**src/rtl/uc_control.sv**
```systemverilog
// uc_control: opcode decode plus run/halt/fault sequencing for the single-cycle
// microcontroller datapath. Optional watchdog compiled in with UC_WATCHDOG_EN.
module uc_control #(
  parameter int unsigned WDT_LIMIT = 1023
) (
  input  logic        clk,
  input  logic        reset,
  input  logic        start,
  input  logic [5:0]  Opcode,
  input  logic        z,
  output logic        s_inc,
  output logic        s_inm,
  output logic        we3,
  output logic        wez,
  output logic [2:0]  Op,
  output logic        dp_reset,
  output logic        busy,
  output logic        halted,
  output logic [1:0]  fault_cause,
  output logic [15:0] icount
);

  localparam int unsigned IcW = 16;

  typedef enum logic [1:0] {
    S_IDLE   = 2'd0,
    S_RUN    = 2'd1,
    S_HALTED = 2'd2,
    S_FAULT  = 2'd3
  } state_t;

  localparam logic [1:0] FC_NONE    = 2'b00;
  localparam logic [1:0] FC_ILLEGAL = 2'b01;
  localparam logic [1:0] FC_WDT     = 2'b10;

  state_t     state, state_nxt;
  logic       enter_run;
  logic       retire;
  logic       fault_set;
  logic [1:0] fault_nxt;
  logic       wdt_hit;

  // A zero limit would fault before any instruction could run
  if (WDT_LIMIT == 0) begin : g_bad_limit
    $error("uc_control: WDT_LIMIT must be nonzero");
  end

`ifdef UC_WATCHDOG_EN
  localparam int unsigned WdtW = (WDT_LIMIT < 2) ? 1 : $clog2(WDT_LIMIT + 1);

  logic [WdtW-1:0] wdt_cnt;

  assign wdt_hit = (state == S_RUN) && (wdt_cnt == WdtW'(WDT_LIMIT));

  // RUN-cycle counter, restarted on every IDLE->RUN entry
  always_ff @(posedge clk) begin
    if (reset) begin
      wdt_cnt <= '0;
    end else if (enter_run) begin
      wdt_cnt <= '0;
    end else if (state == S_RUN && !wdt_hit) begin
      wdt_cnt <= wdt_cnt + WdtW'(1);
    end
  end
`else
  assign wdt_hit = 1'b0;
`endif

  // State register
  always_ff @(posedge clk) begin
    if (reset) begin
      state <= S_IDLE;
    end else begin
      state <= state_nxt;
    end
  end

  // Next state and combinational decode; reset forces safe outputs
  always_comb begin
    state_nxt = state;
    s_inc     = 1'b1;
    s_inm     = 1'b0;
    we3       = 1'b0;
    wez       = 1'b0;
    Op        = 3'b000;
    dp_reset  = 1'b1;
    enter_run = 1'b0;
    retire    = 1'b0;
    fault_set = 1'b0;
    fault_nxt = FC_NONE;

    unique case (state)
      S_IDLE: begin
        if (start) begin
          state_nxt = S_RUN;
          enter_run = 1'b1;
        end
      end
      S_RUN: begin
        dp_reset = 1'b0;
        if (wdt_hit) begin
          state_nxt = S_FAULT;
          fault_set = 1'b1;
          fault_nxt = FC_WDT;
        end else if (Opcode[5]) begin
          Op     = Opcode[4:2];
          we3    = 1'b1;
          wez    = 1'b1;
          retire = 1'b1;
        end else if (Opcode[4:2] == 3'b000) begin
          we3    = 1'b1;
          s_inm  = 1'b1;
          retire = 1'b1;
        end else if (Opcode[4:2] == 3'b001) begin
          unique case (Opcode[1:0])
            2'b00: begin
              s_inc  = 1'b0;
              retire = 1'b1;
            end
            2'b01: begin
              s_inc  = !z;
              retire = 1'b1;
            end
            2'b10: begin
              s_inc  = z;
              retire = 1'b1;
            end
            default: begin
              s_inc     = 1'b0;
              state_nxt = S_HALTED;
            end
          endcase
        end else begin
          state_nxt = S_FAULT;
          fault_set = 1'b1;
          fault_nxt = FC_ILLEGAL;
        end
      end
      S_HALTED: begin
        dp_reset = 1'b0;
        s_inc    = 1'b0;
        if (start) state_nxt = S_IDLE;
      end
      default: begin
        if (start) state_nxt = S_IDLE;
      end
    endcase

    if (reset) begin
      s_inc    = 1'b1;
      s_inm    = 1'b0;
      we3      = 1'b0;
      wez      = 1'b0;
      Op       = 3'b000;
      dp_reset = 1'b1;
    end

    busy   = (state == S_RUN) && !reset;
    halted = (state == S_HALTED) && !reset;
  end

  // Retired-instruction counter (saturating) and sticky fault cause
  always_ff @(posedge clk) begin
    if (reset) begin
      icount      <= '0;
      fault_cause <= FC_NONE;
    end else begin
      if (enter_run) begin
        icount <= '0;
      end else if (retire && icount != {IcW{1'b1}}) begin
        icount <= icount + IcW'(1);
      end
      if (enter_run) begin
        fault_cause <= FC_NONE;
      end else if (fault_set) begin
        fault_cause <= fault_nxt;
      end
    end
  end

endmodule

```
**config.mk**
```make
export PLATFORM = sky130hd
export DESIGN_NAME = uc_control
export DESIGN_NICKNAME = d
export VERILOG_FILES = /design/src/rtl/uc_control.sv
export SDC_FILE = /design/constraint.sdc
export NUM_CORES = 1
export LEC_CHECK = 0
export CAP_MARGIN = 15
export CORE_ASPECT_RATIO = 0.75
export CORE_UTILIZATION = 46
export DETAILED_ROUTE_END_ITERATION = 12
export GPL_TIMING_DRIVEN = 0
export PLACE_DENSITY = 0.79
export SETUP_SLACK_MARGIN = 0.2
export SLEW_MARGIN = 15
export SYNTH_ARGS = -nofsm -noshare
export SYNTH_HDL_FRONTEND = slang
export SYNTH_SLANG_ARGS = --single-unit
```
**constraint.sdc**
```tcl
create_clock -name clk -period 2.54 [get_ports clk]
set_input_delay 0.635 -clock clk [delete_from_list [all_inputs] [get_ports clk]]
set_output_delay 0.635 -clock clk [all_outputs]
set_load 0.01 [all_outputs]
```
# Word level (Yosys, flattened, before mapping)
# Cells that the tools add are included.
dict set report word_totals {
  reg_bits 20
  input_bits 10
  elab_cells 70
}
dict set report classes {
  add_sub_neg 1
  n_eq_ne 10
  mux 43
  reduce_logical 13
}
# operator n
set ops {}
lappend ops {{$mux 1} 31}
lappend ops {{$add 16x1->16 const B} 1}
lappend ops {{$ne 16x16->1 const B} 1}
lappend ops {{$mux 2} 6}
lappend ops {{$mux 3} 3}
lappend ops {{$ne 2x2->1 const B} 3}
lappend ops {{$reduce_and 5->1} 1}
lappend ops {{$eq 2x1->1 const B} 2}
lappend ops {{$eq 2x2->1 const B} 2}
lappend ops {{$logic_not 2->1} 2}
lappend ops {{$pmux 1 s2} 2}
lappend ops {{$pmux 2 s2} 1}
lappend ops {{$reduce_or 2->1} 2}
lappend ops {{$eq 3x1->1 const B} 1}
lappend ops {{$logic_and 1x1->1} 3}
lappend ops {{$logic_not 3->1} 1}
lappend ops {{$ne 3x3->1 const B} 1}
lappend ops {{$reduce_or 3->1} 1}
lappend ops {{$logic_not 1->1} 2}
lappend ops {{$reduce_bool 2->1} 1}

# Logic depth before layout (Yosys ltp)
dict set report logic_depth {
  word_depth 8
  mapped_depth 7
}

# Worst setup path after synthesis
# Ideal clock, no wire load.
dict set report synth_path {
  path_type {input to output}
  startpoint {input Opcode[3]}
  endpoint {output s_inc}
  arrival_ns 1.594
  t_required_ns 1.905
  slack_ns 0.311
  cell_stages 4
  n_path_buf 0
  path_cell_list {or3b_2 -> a21oi_1 -> a31oi_1 -> or2_2}
}
dict set report synth_via {
  elab_chain_cells 6
  word_cells_on_any_way 7
  classes_between {eq/ne: 1; mux: 5; reduce/logical: 1}
}
# element line
set synth_rtl {}
lappend synth_rtl {{from (decl)} 9} ;# input logic [5:0] Opcode,
lappend synth_rtl {{$eq 3x1->1} 114} ;# end else if (Opcode[4:2] == 3'b001) begin
lappend synth_rtl {{$mux 1} 114}
lappend synth_rtl {{$mux 1 (*)} 110} ;# end else if (Opcode[4:2] == 3'b000) begin
lappend synth_rtl {{$mux 1 (*)} 105} ;# end else if (Opcode[5]) begin
lappend synth_rtl {{$pmux 1 s2 (*)} 92} ;# unique case (state)
lappend synth_rtl {{$mux 1 (*)} 149} ;# if (reset) begin
lappend synth_rtl {{to (decl)} 11} ;# output logic s_inc,
# Mark *: on every way between the ends. The rest lies on a longest branch, timed or not.

# Worst setup path in the final report
dict set report layout_path {
  startpoint {input Opcode[4]}
  endpoint {output s_inc}
}
# Same word-level chain as after synthesis.

==> run summary <==
The critical path is of the primary input to output pin type. The mean area per synthesized cell is 8.238 µm². The count of unresolved DRC violations after routing is 0.

The post-CTS clock slew at the launch and capture registers of the worst setup and hold paths came out at 0.12 ns. Yosys mapped a number of flops with a built-in enable equal to 0. The count of buffers from port buffering is 35. The sequential share of power is 49.8%. The worst stage delay on the critical path came out at 0.40 ns. The area growth from synthesis to final layout came out at 38.63%. The via count of the first global-routing pass is 1179. The number of clock buffers inserted by TritonCTS is 3.

The initial core utilization came out at 51.09%. The leftover overflow at the end of global routing is 0. The final-report hold violation count is 0.

The critical-path maximum fanout came out at 5. The post-DP HPWL is 2516 µm. The number of antenna repair diodes is 0. The row count is 15. The static leakage power came out at 0.0005975 µW. The longest clock path from root to sink contains 2 buffers.

In this run the number of H-tree levels came out at 1. Global routing used 25.26% of the available tracks. For this block, the routed nets add up to between 3000 and 4000 µm of wire. The arrival time at the worst endpoint is 1.75 ns. The internal power summed over all cells is 434.0 µW.

Setup violations remaining at the end of the flow were counted as 0. The number of nets with antenna violations after routing is 0. In this run the tightest slew margin relative to its limit is slightly above 50%.

Across the VDD grid, the largest voltage drop is 213.1 µV. The transition at the pin with the smallest max-transition slack came out at 0.7315 ns. The clock root buffer is sky130_fd_sc_hd__clkbuf_4.

The maximum clock skew at final layout came out at 0.004715 ns. For this run, the number of Yosys warnings is 0. TritonCTS built the clock tree. The number of buffers added to fix hold violations after cts is 0. The minimum period implied by the final worst setup slack is 2.389 ns.

In this run, the clock network consumes 26.2% of the power. When the netlist entered floorplanning its net count stood at 163. The height of the chip is roughly 47 µm. In the synthesized netlist the dominant register cell turns out to be sky130_fd_sc_hd__dfxtp_1.

The area of the die is 2881 µm². The run finished with clean final reports. The area of the core is around 2400 µm². The number of max-slew violations in the final report was 0. The power spent charging and discharging nets is roughly 190 µW. Of the total power, the share spent switching nets is between 30 and 40%. The average wire per cell in the routed design came out at 15.31 µm.

STA classifies the critical path startpoint as a primary input. The layout cell share with drive strength beyond 1 came out at 18.85%. The pin count of the biggest net entering global routing came out at 12.

The total of flip-flops plus latches after synthesis came out at 19. The worst min-delay path class is flop to flop. The share of total power in combinational logic is 24.0%. The final sum of negative setup slack is 0 ns. The power per cell area came out at 367.1 nW/µm². The utilization of the core after routing is 70.83%.

The final net count came out at 206. The total power draw is 624.7 µW. The final weighted congestion in routability-driven placement is 0.8335. The gate count after technology mapping is 149. Using the TritonRoute via totals, the vias-per-cell ratio works out to 6.138. The violation count after the first detailed-routing iteration is 111. Counting flops with an async set or reset pin after synthesis yields a share of 0%.

The wire length of the first global-routing pass came out at 5271 µm. The worst setup path is captured at an output pin. Setup repair after global routing could not meet its margin everywhere. Pin placement for this block handled 38 I/O pins. The routed layout has 1381 vias. The count of TritonRoute iterations in the first routing pass came out at 5. The chip width came out at 61.65 µm. The clock drives 19 sinks. The max-capacitance violation count came out at 0. The sequential cell area fraction in the yosys report came out at 30.99%.

Static timing analysis puts the maximum clock frequency at 0.4186 GHz. The required arrival time at the worst endpoint came out at 1.90 ns. Of the available clock period, the critical path in the final layout requires between 90 and 100%. The signal on the critical path passes through buf_2, or3b_4, a21oi_2, a31oi_1, or2_4, buf_6. The later pin in the worst-skew pair is clocked with a latency of roughly 0.31 ns. The cell with the largest stage delay on the worst path is sky130_fd_sc_hd__or3b_4.

The number of antenna violations at the first check in global routing is 0. The synthesized netlist contains 48 unique library cells. Summing every instance area after synthesis gives 1227 µm².
==> critical path: cells and delay by family <==
| family | cells | cell delay (ns) |
|---|---|---|
| buf+inv | 2 | 0.25 |
| simple gates | 2 | 0.65 |
| compound gates | 2 | 0.21 |
==> worst paths after layout <==
kind | start | endpoint | slack [ns] | cells after the start
min reg2reg | icount[15]$_SDFFE_PP0P_ | icount[15]$_SDFFE_PP0P_ | 0.51 | 2
max reg2reg | state[1]$_SDFFE_PP0P_ | icount[7]$_SDFFE_PP0P_ | 0.37 | 7
min | icount[15]$_SDFFE_PP0P_ | icount[15]$_SDFFE_PP0P_ | 0.51 | 2
max | Opcode[4] | s_inc | 0.15 | 6
==> power by group through the flow <==
stage               registers, µW  logic [µW]  clock network (µW)
floorplan                     316        77.7                   0
global placement              316         132                   0
detailed placement            316         136                   0
CTS                           311         137                 162
global route                  312         162                 176
finish                        311         150                 163
==> cells by family (layout without fill, tap and decap cells) <==
logic type | Yosys count | count (layout) | synth area share [%]
buf+inv | 12 | 54 | 5.198
flops | 19 | 19 | 30.99
other cells | 1 | 1 | 0.3055
fa+ha+maj | 4 | 4 | 4.078
mux | 2 | 2 | 1.631
compound gates | 43 | 43 | 24.06
simple gates | 68 | 68 | 33.74
==> cell usage after synthesis (5+ instances only) <==
cell type / count / share of area (%)
sky130_fd_sc_hd__nor2_1: 7 / 2.1
sky130_fd_sc_hd__dfxtp_1: 19 / 31
sky130_fd_sc_hd__o21ai_0: 5 / 2.0
sky130_fd_sc_hd__or4_1: 7 / 4.3
sky130_fd_sc_hd__o31ai_1: 5 / 3.1
sky130_fd_sc_hd__nand3_1: 9 / 3.7
sky130_fd_sc_hd__nand4_1: 6 / 3.1
sky130_fd_sc_hd__nand2_1: 9 / 2.8
sky130_fd_sc_hd__a21oi_1: 14 / 5.7
==> cell usage in the layout, fill, tap and decap left out, types with 2 or more instances in the layout <==
cell type,n
sky130_fd_sc_hd__a211oi_1,2
sky130_fd_sc_hd__inv_1,4
sky130_fd_sc_hd__buf_6,3
sky130_fd_sc_hd__a21oi_1,12
sky130_fd_sc_hd__o21a_1,2
sky130_fd_sc_hd__dfxtp_1,17
sky130_fd_sc_hd__nand4_1,6
sky130_fd_sc_hd__o31ai_1,5
sky130_fd_sc_hd__o21bai_1,3
sky130_fd_sc_hd__nor4_1,3
sky130_fd_sc_hd__o311a_1,2
sky130_fd_sc_hd__o41ai_1,2
sky130_fd_sc_hd__dlygate4sd2_1,8
sky130_fd_sc_hd__o21ai_0,5
sky130_fd_sc_hd__and3_2,3
sky130_fd_sc_hd__dfxtp_2,2
sky130_fd_sc_hd__clkdlybuf4s50_1,19
sky130_fd_sc_hd__nand2_1,9
sky130_fd_sc_hd__nand3_1,9
sky130_fd_sc_hd__nand2b_1,3
sky130_fd_sc_hd__mux2i_1,2
sky130_fd_sc_hd__ha_1,3
sky130_fd_sc_hd__clkbuf_4,3
sky130_fd_sc_hd__buf_4,3
sky130_fd_sc_hd__buf_2,4
sky130_fd_sc_hd__clkbuf_1,3
sky130_fd_sc_hd__nor3_1,3
sky130_fd_sc_hd__nor2_1,6
sky130_fd_sc_hd__or4_1,7
sky130_fd_sc_hd__a21oi_2,2
sky130_fd_sc_hd__dlymetal6s2s_1,2
sky130_fd_sc_hd__nor2b_1,2
sky130_fd_sc_hd__a31oi_1,3
==> layout make-up <==
cell class	instances	area, µm²
buffer	7	46.29
tap	34	42.54
clock inverter	1	5.005
multi-input combinational	118	822.0
timing repair buffer	38	361.6
inverter	5	18.77
sequential	19	382.9
fill	216	700.7
clock buffer	3	22.52
==> metrics by stage <==
| step | setup slack [ns] | area (µm²) | hold slack, ns | cells |
|---|---|---|---|---|
| finish | 0.1511 | 1702 | 0.5069 | 225 |
| global route | 0.1208 | 1702 | 0.5248 | 225 |
| CTS | 0.02743 | 1670 | 0.5019 | 223 |
| detailed placement | -0.7471 | 1620 | 0.4740 | 218 |
| global placement | -0.7165 | 1620 | 0.4662 | 218 |
| floorplan | 0.3106 | 1227 | 0.4941 | 149 |
==> layer usage <==
| layer | vias up | track usage (%) | share of wire, % |
|---|---|---|---|
| met5 | - | 0 | 0 |
| met4 | 0 | 5.333 | 1.6 |
| met3 | 8 | 9.642 | 9.8 |
| met2 | 76 | 38.71 | 45 |
| met1 | 629 | 34.23 | 44 |
| li1 | 668 | - | - |
==> sequential cells by signal, summed over array words and instances (netlist names) <==
name,flops
icount,16
fault_cause,1
state,2
==> repair_timing <==
item,4_1_cts,5_1_grt
pin swaps,2,2
endpoints found under the setup margin,15,11
hold endpoints to repair,0,0
resized for setup,36,11
setup buffers,1,2
Power figures use the tool's default switching activity.
